--- src/rtl/alu_ex_stage.sv ---
// rtl/alu_ex_stage.sv - registered ALU execute stage with serial shifter (BARREL_SHIFT_EN selects single-cycle shifts)
module alu_ex_stage #(
    parameter int XLEN    = 32,
    parameter int SHAMT_W = 5
) (
    input  logic            clk,
    input  logic            rst_n,
    input  logic            flush,
    input  logic            in_valid,
    output logic            in_ready,
    input  logic [4:0]      alu_op,
    input  logic [XLEN-1:0] op_a,
    input  logic [XLEN-1:0] op_b,
    input  logic [4:0]      rd_in,
    output logic            out_valid,
    input  logic            out_ready,
    output logic [XLEN-1:0] result,
    output logic            zero,
    output logic [4:0]      rd_out
);

    typedef enum logic [1:0] {
        IDLE = 2'd0,
        BUSY = 2'd1,
        DONE = 2'd2
    } state_t;

    state_t              state;
    logic [XLEN-1:0]     alu_result;
    logic [SHAMT_W-1:0]  shamt;
    logic                accept;

    assign shamt     = op_b[SHAMT_W-1:0];
    assign in_ready  = !flush && ((state == IDLE) || ((state == DONE) && out_ready));
    assign accept    = in_valid && in_ready;
    assign out_valid = (state == DONE);
    assign zero      = (result == '0);

`ifndef BARREL_SHIFT_EN
    logic [SHAMT_W-1:0]  cnt;
    logic                shift_right;
    logic                shift_arith;
    logic                start_serial;

    // Only shifts by a nonzero amount need the multi-cycle path.
    assign start_serial = alu_op[4] && (alu_op[1:0] == 2'b01) && (shamt != '0);
`endif

    always_comb begin
        alu_result = op_b;
        if (alu_op[4]) begin
            case (alu_op[2:0])
                3'b000: alu_result = alu_op[3] ? (op_a - op_b) : (op_a + op_b);
`ifdef BARREL_SHIFT_EN
                3'b001: alu_result = op_a << shamt;
`else
                3'b001: alu_result = op_a;
`endif
                3'b010: alu_result = {{(XLEN-1){1'b0}}, ($signed(op_a) < $signed(op_b))};
                3'b011: alu_result = {{(XLEN-1){1'b0}}, (op_a < op_b)};
                3'b100: alu_result = op_a ^ op_b;
`ifdef BARREL_SHIFT_EN
                3'b101: begin
                    if (alu_op[3]) alu_result = $unsigned($signed(op_a) >>> shamt);
                    else           alu_result = op_a >> shamt;
                end
`else
                3'b101: alu_result = op_a;
`endif
                3'b110: alu_result = op_a | op_b;
                default: alu_result = op_a & op_b;
            endcase
        end
    end

    always_ff @(posedge clk or negedge rst_n) begin
        if (!rst_n) begin
            state  <= IDLE;
            result <= '0;
            rd_out <= '0;
`ifndef BARREL_SHIFT_EN
            cnt         <= '0;
            shift_right <= 1'b0;
            shift_arith <= 1'b0;
`endif
        end else if (flush) begin
            state <= IDLE;
        end else if (accept) begin
            rd_out <= rd_in;
`ifndef BARREL_SHIFT_EN
            if (start_serial) begin
                result      <= op_a;
                cnt         <= shamt;
                shift_right <= alu_op[2];
                shift_arith <= alu_op[3];
                state       <= BUSY;
            end else begin
                result <= alu_result;
                state  <= DONE;
            end
`else
            result <= alu_result;
            state  <= DONE;
`endif
        end else begin
            case (state)
`ifndef BARREL_SHIFT_EN
                BUSY: begin
                    if (shift_right)
                        result <= {shift_arith & result[XLEN-1], result[XLEN-1:1]};
                    else
                        result <= {result[XLEN-2:0], 1'b0};
                    cnt <= cnt - 1'b1;
                    if (cnt == SHAMT_W'(1)) state <= DONE;
                end
`endif
                DONE: begin
                    if (out_ready) state <= IDLE;
                end
                default: state <= state;
            endcase
        end
    end

endmodule

--- config.mk ---
export PLATFORM = sky130hd
export DESIGN_NAME = alu_ex_stage
export DESIGN_NICKNAME = d
export VERILOG_FILES = /design/src/rtl/alu_ex_stage.sv
export SDC_FILE = /design/constraint.sdc
export NUM_CORES = 1
export LEC_CHECK = 0
export BUFFER_PORTS_ARGS = -buffer_cell sky130_fd_sc_hd__clkbuf_2
export CAP_MARGIN = 30
export CORE_AREA = 2 2 132 134
export CTS_BUF_LIST = sky130_fd_sc_hd__clkbuf_4 sky130_fd_sc_hd__clkbuf_8
export CTS_CLUSTER_DIAMETER = 200
export DETAILED_ROUTE_END_ITERATION = 8
export DIE_AREA = 0 0 134 136
export PLACE_DENSITY_LB_ADDON = 0.3
export REMOVE_ABC_BUFFERS = 1
export SYNTH_ARGS = -nofsm -noshare
export SYNTH_HDL_FRONTEND = slang
export SYNTH_SLANG_ARGS = --single-unit
--- constraint.sdc ---
create_clock -name clk -period 2.49 [get_ports clk]
set_input_delay 0.249 -clock clk [delete_from_list [all_inputs] [get_ports clk]]
set_output_delay 0.249 -clock clk [all_outputs]
set_load 0.02 [all_outputs]
Yosys cells after proc, flatten, opt, wreduce, memory -nomap -nowiden. Cells that the tools add are included.

$add $sub $neg: 3. $mul: 0. Div/mod/pow operators: 0. Magnitude comparators: 2. Equality and inequality tests: 13. Shift operators: 0. Mux-type cells: 16. Bitwise gates (word level): 5. Reduce and logical (&&, ||, !) cells: 19.

Operator list (count): 2-to-1 mux 32 bit (6); one-hot mux 32 bit (6 select lines) (1); < comparator 32 bit (2); adder 32 bit (1); AND 32 bit (1); zero test 32 bit (1); OR 32 bit (1); subtractor 32 bit (1); XOR 32 bit (1); 2-to-1 mux 5 bit (3); 2-to-1 mux 2 bit (5); equality test 3 bit, second input constant (3); AND reduction 3 bit (3); equality test 3 x 2 -> 1 bit, second input constant (2); equality test 5 x 1 -> 1 bit, second input constant (1); logical AND 1 bit (5); nonzero test 5 bit (1); subtractor 5 x 1 -> 5 bit, second input constant (1); equality test 2 x 1 -> 1 bit, second input constant (2); != test 4 x 2 -> 1 bit, second input constant (1); != test 4 bit, second input constant (1); one-hot mux 2 bit (2 select lines) (1); AND reduction 2 bit (2); nonzero test 4 bit (1); 11 further kinds (11).

Bits in registers: 46. Latch bits: 0. Bits in writable memories: 0. Memory bits (read-only): 0. Bits of input ports: 79. Output and inout port bits: 40. Memories kept: 0.

Depth between registers and ports, before layout. Gate-level depths: netlist of run 1.

Depth in word-level cells: 7. Gate-level depth with buffers: 12. Depth with buffers taken out: 12.

Worst setup path before layout of run 1. OpenSTA, ideal clock, no wires.

Kind: in2reg. Start: input port op_a[0]. End: register result[30]. Data arrival time: 2.724 ns. Required time: 2.359 ns. Path slack: -0.366 ns. Cell stages on the path: 12. Buffers on the path: 0. Cell sequence: inv_1 ha_1 fa_1 o21bai_1 a2111o_1 nand4_1 a311o_1 and4_4 nor4_4 a21oi_1 and4_4 or3_1.

Cells in the longest elaborated chain, start to end: 6.

Ends and longest elaborated chain: start, declared (RTL line 12) `input logic [XLEN-1:0] op_a,`; adder 32 bit / subtractor 32 bit (equally long branches) (RTL line 53) `3'b000: alu_result = alu_op[3] ? (op_a - op_b) : (op_a + op_b);`; 2-to-1 mux 32 bit (*) (RTL line 53); one-hot mux 32 bit (6 select lines) (*) (RTL line 52) `case (alu_op[2:0])`; 2-to-1 mux 32 bit (*) (RTL line 51) `if (alu_op[4]) begin`; 2-to-1 mux 32 bit (*) (RTL line 91) `if (start_serial) begin`; 2-to-1 mux 32 bit (*) (RTL line 88) `end else if (accept) begin`; end signal, assigned (RTL line 92) `result <= op_a;`; end signal, assigned (RTL line 98) `result <= alu_result;`; end signal, assigned (RTL line 110) `result <= {shift_arith & result[XLEN-1], result[XLEN-1:1]};`; end, declared (RTL line 17) `output logic [XLEN-1:0] result,`.

Every way passes the cells marked *; elsewhere a longest branch is shown, timed or not. A chain may end at the register's enable or synchronous reset.

Final worst setup path of run 1.
Start: input port op_a[0]. End: register result[28].

The elaborated chain is that of the path after synthesis.

==> impl_results.md, run 1 <==
* R2R Setup Slk at about 0.06 ns
* HPWL after detailed placement at 27000 µm
* Total Die Area at about 18000 µm²
* Highest-count cells in the layout ignoring fill and taps: 259 x buf_4, 125 x nand2_1, 120 x o21ai_0, 116 x clkbuf_2, 110 x a21oi_1
* Root Driver: clkbuf_8
* FF-to-FF End: result[30]
* Detailed-route via count at between 10000 and 15000
* Initial DRT Pass Iterations at 6
* Hold Vio Cnt, Final at 0
* Clock Power Share at around 15%
* Clock sink count at 46
* Tightest Pin Transition at ~0.80 ns
* Min Hold Slack at 0.0547 ns
* Final setup violation count at 3
* Synth area leaders: ha_1 15%, dfrtp_1 14%, o21ai_0 8.0%
* Number of global-route vias before repair at between 10000 and 15000
* Crit start category: primary input
* Switching power at approximately 2.2 mW
* WL met2 at 15900 µm
* Worst skew pair latency at approximately 0.34 ns
* Final Skew at between 0.01 and 0.015 ns
* First-pass GRT wire length at approximately 55000 µm
* CTS tree: done
* # DRC at 0
* Pwr Density at 401 nW/µm²
* Max capacitance violation total at 0
* Die height at between 100 and 150 µm
* Filler instances at roughly 1500
* Seq cells post-synth at 46
* Starting DRT DRC Count at 1188
* Register area share after synthesis at 14.0%
* Clock Pin Slew Worst Setup and Hold Paths at roughly 0.12 ns
* Finished Core Util at 67.6%
* Combinational power share at around 60%
* Unrepaired setup endpoints after global routing: true
* Final WL at between 30000 and 40000 µm
* Deepest clock path buffer count at 2
* Drt wl/cell at about 21 µm
* Relative slew margins at 46.6%
* H-tree levels at 2
* Sw Ratio at a little under half
* Synthesis Warnings at 0
* Final Slew Violations at 0
* Starting density of the core at between 40% and 50%
* Kind of critical path: in2reg
* Min cycle time layout at ~2.6 ns
* Register Area at about 1200 µm²
* Die width at ~130 µm
* Total power at roughly 4.6 mW
* Status: finished with violations
* Avg Cell Area, Syn at 6.87 µm²
* Fmax at about 390 MHz
* Row count at 48
* Mapped Area at between 8000 and 9000 µm²
* Share of the synthesized area in the top cell type at around 15%
* GPL Wtd Cong at roughly 1.0
* Flop pwr share at ~26%
* Placed cell area at 10800 µm²
* # port buffers at between 100 and 150
* Leak Pwr at about 5.4 nW
* GR Util All Layers at between 30% and 40%
* Core area at around 17000 µm²
* Worst reg2reg path depth at 6
* Multi-input logic area at approximately 6800 µm²
* Peak fanout along the critical path at 3
* WL met3 at 3430 µm
* Final ANT Viol Nets at 0
* Worst path arrival time at between 2 and 3 ns
* Yosys top cell by area: ha_1
* Grt total ovfl at 0
* Most common cell after layout, fill and taps aside: buf_4
* Layout Area Growth over Synthesis at 38.8%
* Prevailing post-synth register cell: dfrtp_1
* Largest net degree at the start of global routing at 47
* Worst Path Required at between 2 and 3 ns
* Async set or reset register ratio after synthesis at 100%
* Worst VDD drop at approximately 0.00039 V
* Cells after Synth at approximately 1200
* Worst setup margin at -0.0656 ns
* Routed length on met1 at about 15000 µm
* Crit end category: register
* Reg-to-Reg Start: state[1]
* Max Used Layer: met4
* HP Class: in2async
* Unique cell type count in the Yosys netlist at 70
* Nets at approximately 1700
* Vias per cell at about 6.3
* Post-Route Setup TNS at -0.0987 ns
* Num CTS Buffers at 5
* Boundary pin count at around 120
* Post-synth EDFFs at 0
* Antenna violations before repair at 1
* Int Power at 2.42 mW
* Failing checks: negative setup slack
* Layout cells sized above 1 at around a third
* Final worst path period share at 103%
* Design area at 11400 µm²
==> cells by family (layout without fill, tap and decap cells) <==
group | count (synthesis) | after routing | share of synthesized area (%)
compound gates | 450 | 450 | 34.9
simple gates | 353 | 353 | 19.9
buf+inv | 189 | 498 | 8.95
fa+ha+maj | 100 | 100 | 15.4
flops | 46 | 46 | 14.0
mux | 40 | 40 | 4.96
xor+xnor | 18 | 18 | 1.92
other cells | 0 | 1 | 0
==> worst max path at each step <==
stage,start,to,slack [ns]
after CTS,op_a[0],result[28],-0.06
after detailed placement,op_a[0],result[30],-0.72
after global placement,op_a[0],result[30],-0.66
final,op_a[0],result[28],-0.07
after floorplan,state[1],result[23],-0.70
after global routing,op_a[0],result[28],-0.18
==> critical path, cell delays in order <==
cell and delay (ns):
buf_8 0.11, inv_4 0.05, ha_4 0.13, fa_2 0.22, o21bai_2 0.07, a2111o_1 0.41
nand4_1 0.14, a311o_1 0.20, and4_4 0.25, nor4_4 0.05, buf_4 0.14, or4b_4 0.52
a21oi_2 0.16, o22a_1 0.14
==> metrics by stage <==
stage	instances	setup WS, ns
after floorplan	1112	-0.699
after global placement	1712	-0.660
after detailed placement	1712	-0.720
after CTS	1725	-0.0637
after global routing	1731	-0.182
final	1731	-0.0656
==> power by group through the flow <==
stage / logic [mW] / clock network, mW / registers (mW)
after floorplan: 1.23 / 0 / 1.24
after CTS: 2.58 / 0.666 / 1.15
after detailed placement: 2.52 / 0 / 1.16
after global routing: 2.94 / 0.678 / 1.18
final: 2.73 / 0.671 / 1.17
after global placement: 2.48 / 0 / 1.16
==> cells in the mapped netlist (26+ instances only) <==
cell	instances
a21oi_1	123
inv_1	105
nand3_1	26
o21ai_0	132
nor2_1	91
nand2_1	126
clkbuf_1	71
dfrtp_1	46
mux2i_1	34
nor3_1	35
ha_1	98
==> registers in the layout, indices dropped and copies added, names as in the netlist <==
| name | cells |
|---|---|
| rd_out | 5 |
| shift_right | 1 |
| shift_arith | 1 |
| cnt | 5 |
| result | 32 |
| state | 2 |
==> metal layers <==
layer | vias to the layer above | track usage [%]
li1 | 4992 | -
met1 | 5112 | 53.5
met2 | 642 | 60.1
met3 | 110 | 6.38
met4 | 0 | 15.8
met5 | - | 0
==> layout make-up <==
cell class | instances | area share, %
multi-input cells | 961 | 59.3
repair buffers | 385 | 23.6
flip-flops and latches | 46 | 10.1
inverters | 105 | 3.48
well taps | 225 | 2.47
clock buffers | 6 | 0.669
clock inverters | 2 | 0.329
diodes | 1 | 0.0219
==> what timing repair did <==
action	CTS	global route
gates resized for setup	44	69
buffers inserted	5	6
setup endpoints to repair	15	23
pin swaps	22	24
hold buffers	0	0
(Power assumes the default switching activity.)
==> run 2, diff against run 1 <==
ABC_CLOCK_PERIOD_IN_PS = 2490   (was not set)
CAP_MARGIN = not set   (was 30)
PLACE_DENSITY = 0.69   (was not set)
PLACE_DENSITY_LB_ADDON = not set   (was 0.3)
==> run 2 against run 1 <==
  * Combinational power up 4%
  * First-iteration DRC count up 7.8%
  * The run still ends with negative setup slack left
  * Setup slack worse by 0.047 ns
  * Critical path type unchanged
  * Clock skew up 0.0012 ns
  * Non-clock buffer count up 21
  * Power down 0.54%
  * Sequential power about the same
  * Largest power group unchanged
  * Via count up 1.4%
==> impl_results.md, run 2 (synthesis gave the netlist of run 1 again) <==
* Initial DRT Pass Iterations at 8
* Starting density of the core at 48.7%
* Last element of the critical path: result[28]
* Kind of critical path: in2reg
* Finished Layout Cells at between 1500 and 2000
* Nets at about 1700
* # DRC at 0
* Max reg flops at 32
* Layout Area Growth over Synthesis at 42.6%
* Crit path from: op_a[0]
* Die height at between 100 and 150 µm
* Min cycle time layout at between 2 and 3 ns
* Vias per cell at ~6.3
* Final Slew Violations at 0
* Hold path depth at 2
* Worst VDD drop at between 0.0003 and 0.0004 V
* Highest-count cells in the layout ignoring fill and taps: 278 x buf_4, 125 x nand2_1, 118 x o21ai_0, 111 x clkbuf_2, 106 x a21oi_1
* GR Util All Layers at 39.5%
* Drt wl/cell at roughly 21 µm
* Largest regs: result: 32 flops, cnt: 5 flops, rd_out: 5 flops
* Filler instances at about 1500
* Die width at 134 µm
* Max capacitance violation total at 0
* Starting DRT DRC Count at roughly 1300
* Register Area at ~1200 µm²
* Worst path arrival time at 2.90 ns
* Final worst path period share at 105%
* Failing checks: negative setup slack
* Final setup violation count at 3
* Worst setup margin at -0.113 ns
* Unrepaired setup endpoints after global routing: true
* Final WL at 37100 µm
* Deepest clock path buffer count at 2
* Num CTS Buffers at 5
* First-pass GRT wire length at approximately 56000 µm
* CTS tree: done
* Root Driver: clkbuf_8
* Grt total ovfl at 0
* Largest net degree at the start of global routing at 49
* Fmax at 384 MHz
* Core area at 16900 µm²
* Layout cells sized above 1 at around 34%
* Antenna violations before repair at 1
* Final ANT Viol Nets at 0
* Clock sink count at between 40 and 50
* Number of global-route vias before repair at about 11000
* HPWL after detailed placement at roughly 28000 µm
* Total Die Area at ~18000 µm²
* Peak fanout along the critical path at 3
* H-tree levels at 2
* Total power at ~4.5 mW
* Row count at 48
* R2R Setup Slk at around 0.27 ns
* Worst reg2reg path depth at 6
* GPL Wtd Cong at ~0.99
* Post-Place Cells at 1722
* Crit start category: primary input
* Detailed-route via count at 11000
* Crit end category: register
* Tightest Pin Transition at roughly 0.75 ns
* Most common cell after layout, fill and taps aside: buf_4
* Worst Path Required at between 2 and 3 ns
* Reg-to-Reg Start: state[1]
* FF-to-FF End: result[12]
* Worst skew pair latency at 0.35 ns
* DP Worst Slack at -0.694 ns
* Leak Pwr at 5.50 nW
* Boundary pin count at between 100 and 150
* Hold Vio Cnt, Final at 0
* # port buffers at between 100 and 150
* Status: finished with violations
* Largest register by flop count: result
* Final Skew at between 0.01 and 0.015 ns
* Relative slew margins at 50.0%
* Pwr Density at just under 400 nW/µm²
* Clock Pin Slew Worst Setup and Hold Paths at 0.11 ns
* Multi-input logic area at between 6000 and 7000 µm²
* HP Class: in2reg
## run 2: repair_timing
item | CTS | global route
cloned | 0 | 0
endpoints found under the hold margin | 16 | 0
pin swaps | 17 | 36
buffers inserted | 15 | 8
endpoints found under the setup margin | 17 | 27
gates resized for setup | 38 | 105
hold buffers | 1 | 0
## run 2: final cells by class
cell class                 instances  share of cell area [%]
inverter                         105                    3.51
clock inverter                     3                   0.181
sequential                        46                    9.83
timing repair buffer             406                    24.8
antenna                            1                  0.0214
tap                              225                    2.40
clock buffer                       5                   0.587
multi-input combinational        961                    58.7
## run 2: metrics by stage
step | area (µm²) | TNS (ns) | utilization, % | hold slack [ns]
2_1_floorplan | 7880 | -11.67 | - | -0.0466
3_3_place_gp | 10900 | -9.40 | 64.3 | 0.228
3_5_place_dp | 10900 | -10.29 | 64.3 | 0.240
4_1_cts | 11200 | -0.155 | 66.5 | 0.0679
5_1_grt | 11700 | -0.807 | 69.4 | 0.0914
6_report | 11700 | -0.200 | 69.4 | 0.0784
## run 2: worst min path at each step
stage                from  endpoint  slack (ns)
finish              flush  state[1]        0.08
global route        flush  state[1]        0.09
CTS                 flush  state[1]        0.07
detailed placement  rst_n    cnt[0]        0.24
global placement    rst_n    cnt[2]        0.23
floorplan           rst_n    cnt[0]       -0.05
## run 2: metal layers
layer	part of all wire (%)	wire, µm	global-route usage, %
met3	9.6	3570	7.42
met2	44	16400	62.8
met5	0	0	0
met1	42	15700	53.5
met4	3.9	1460	14.3
## run 2: worst max-delay path, cell delays in order
cell and delay, ns:
clkbuf_16 0.14, clkinv_8 0.04, ha_4 0.13, fa_2 0.23
o21bai_4 0.06, a2111o_1 0.41, nand4_1 0.12, a311o_1 0.21
and4_4 0.26, nor4_4 0.06, buf_4 0.14, or4b_4 0.55
a21oi_4 0.15, o22a_1 0.14
## run 2: power breakdown
part	switching [mW]	internal, mW
Combinational	1.57	1.26
Clock	0.356	0.199
Sequential	0.273	0.889
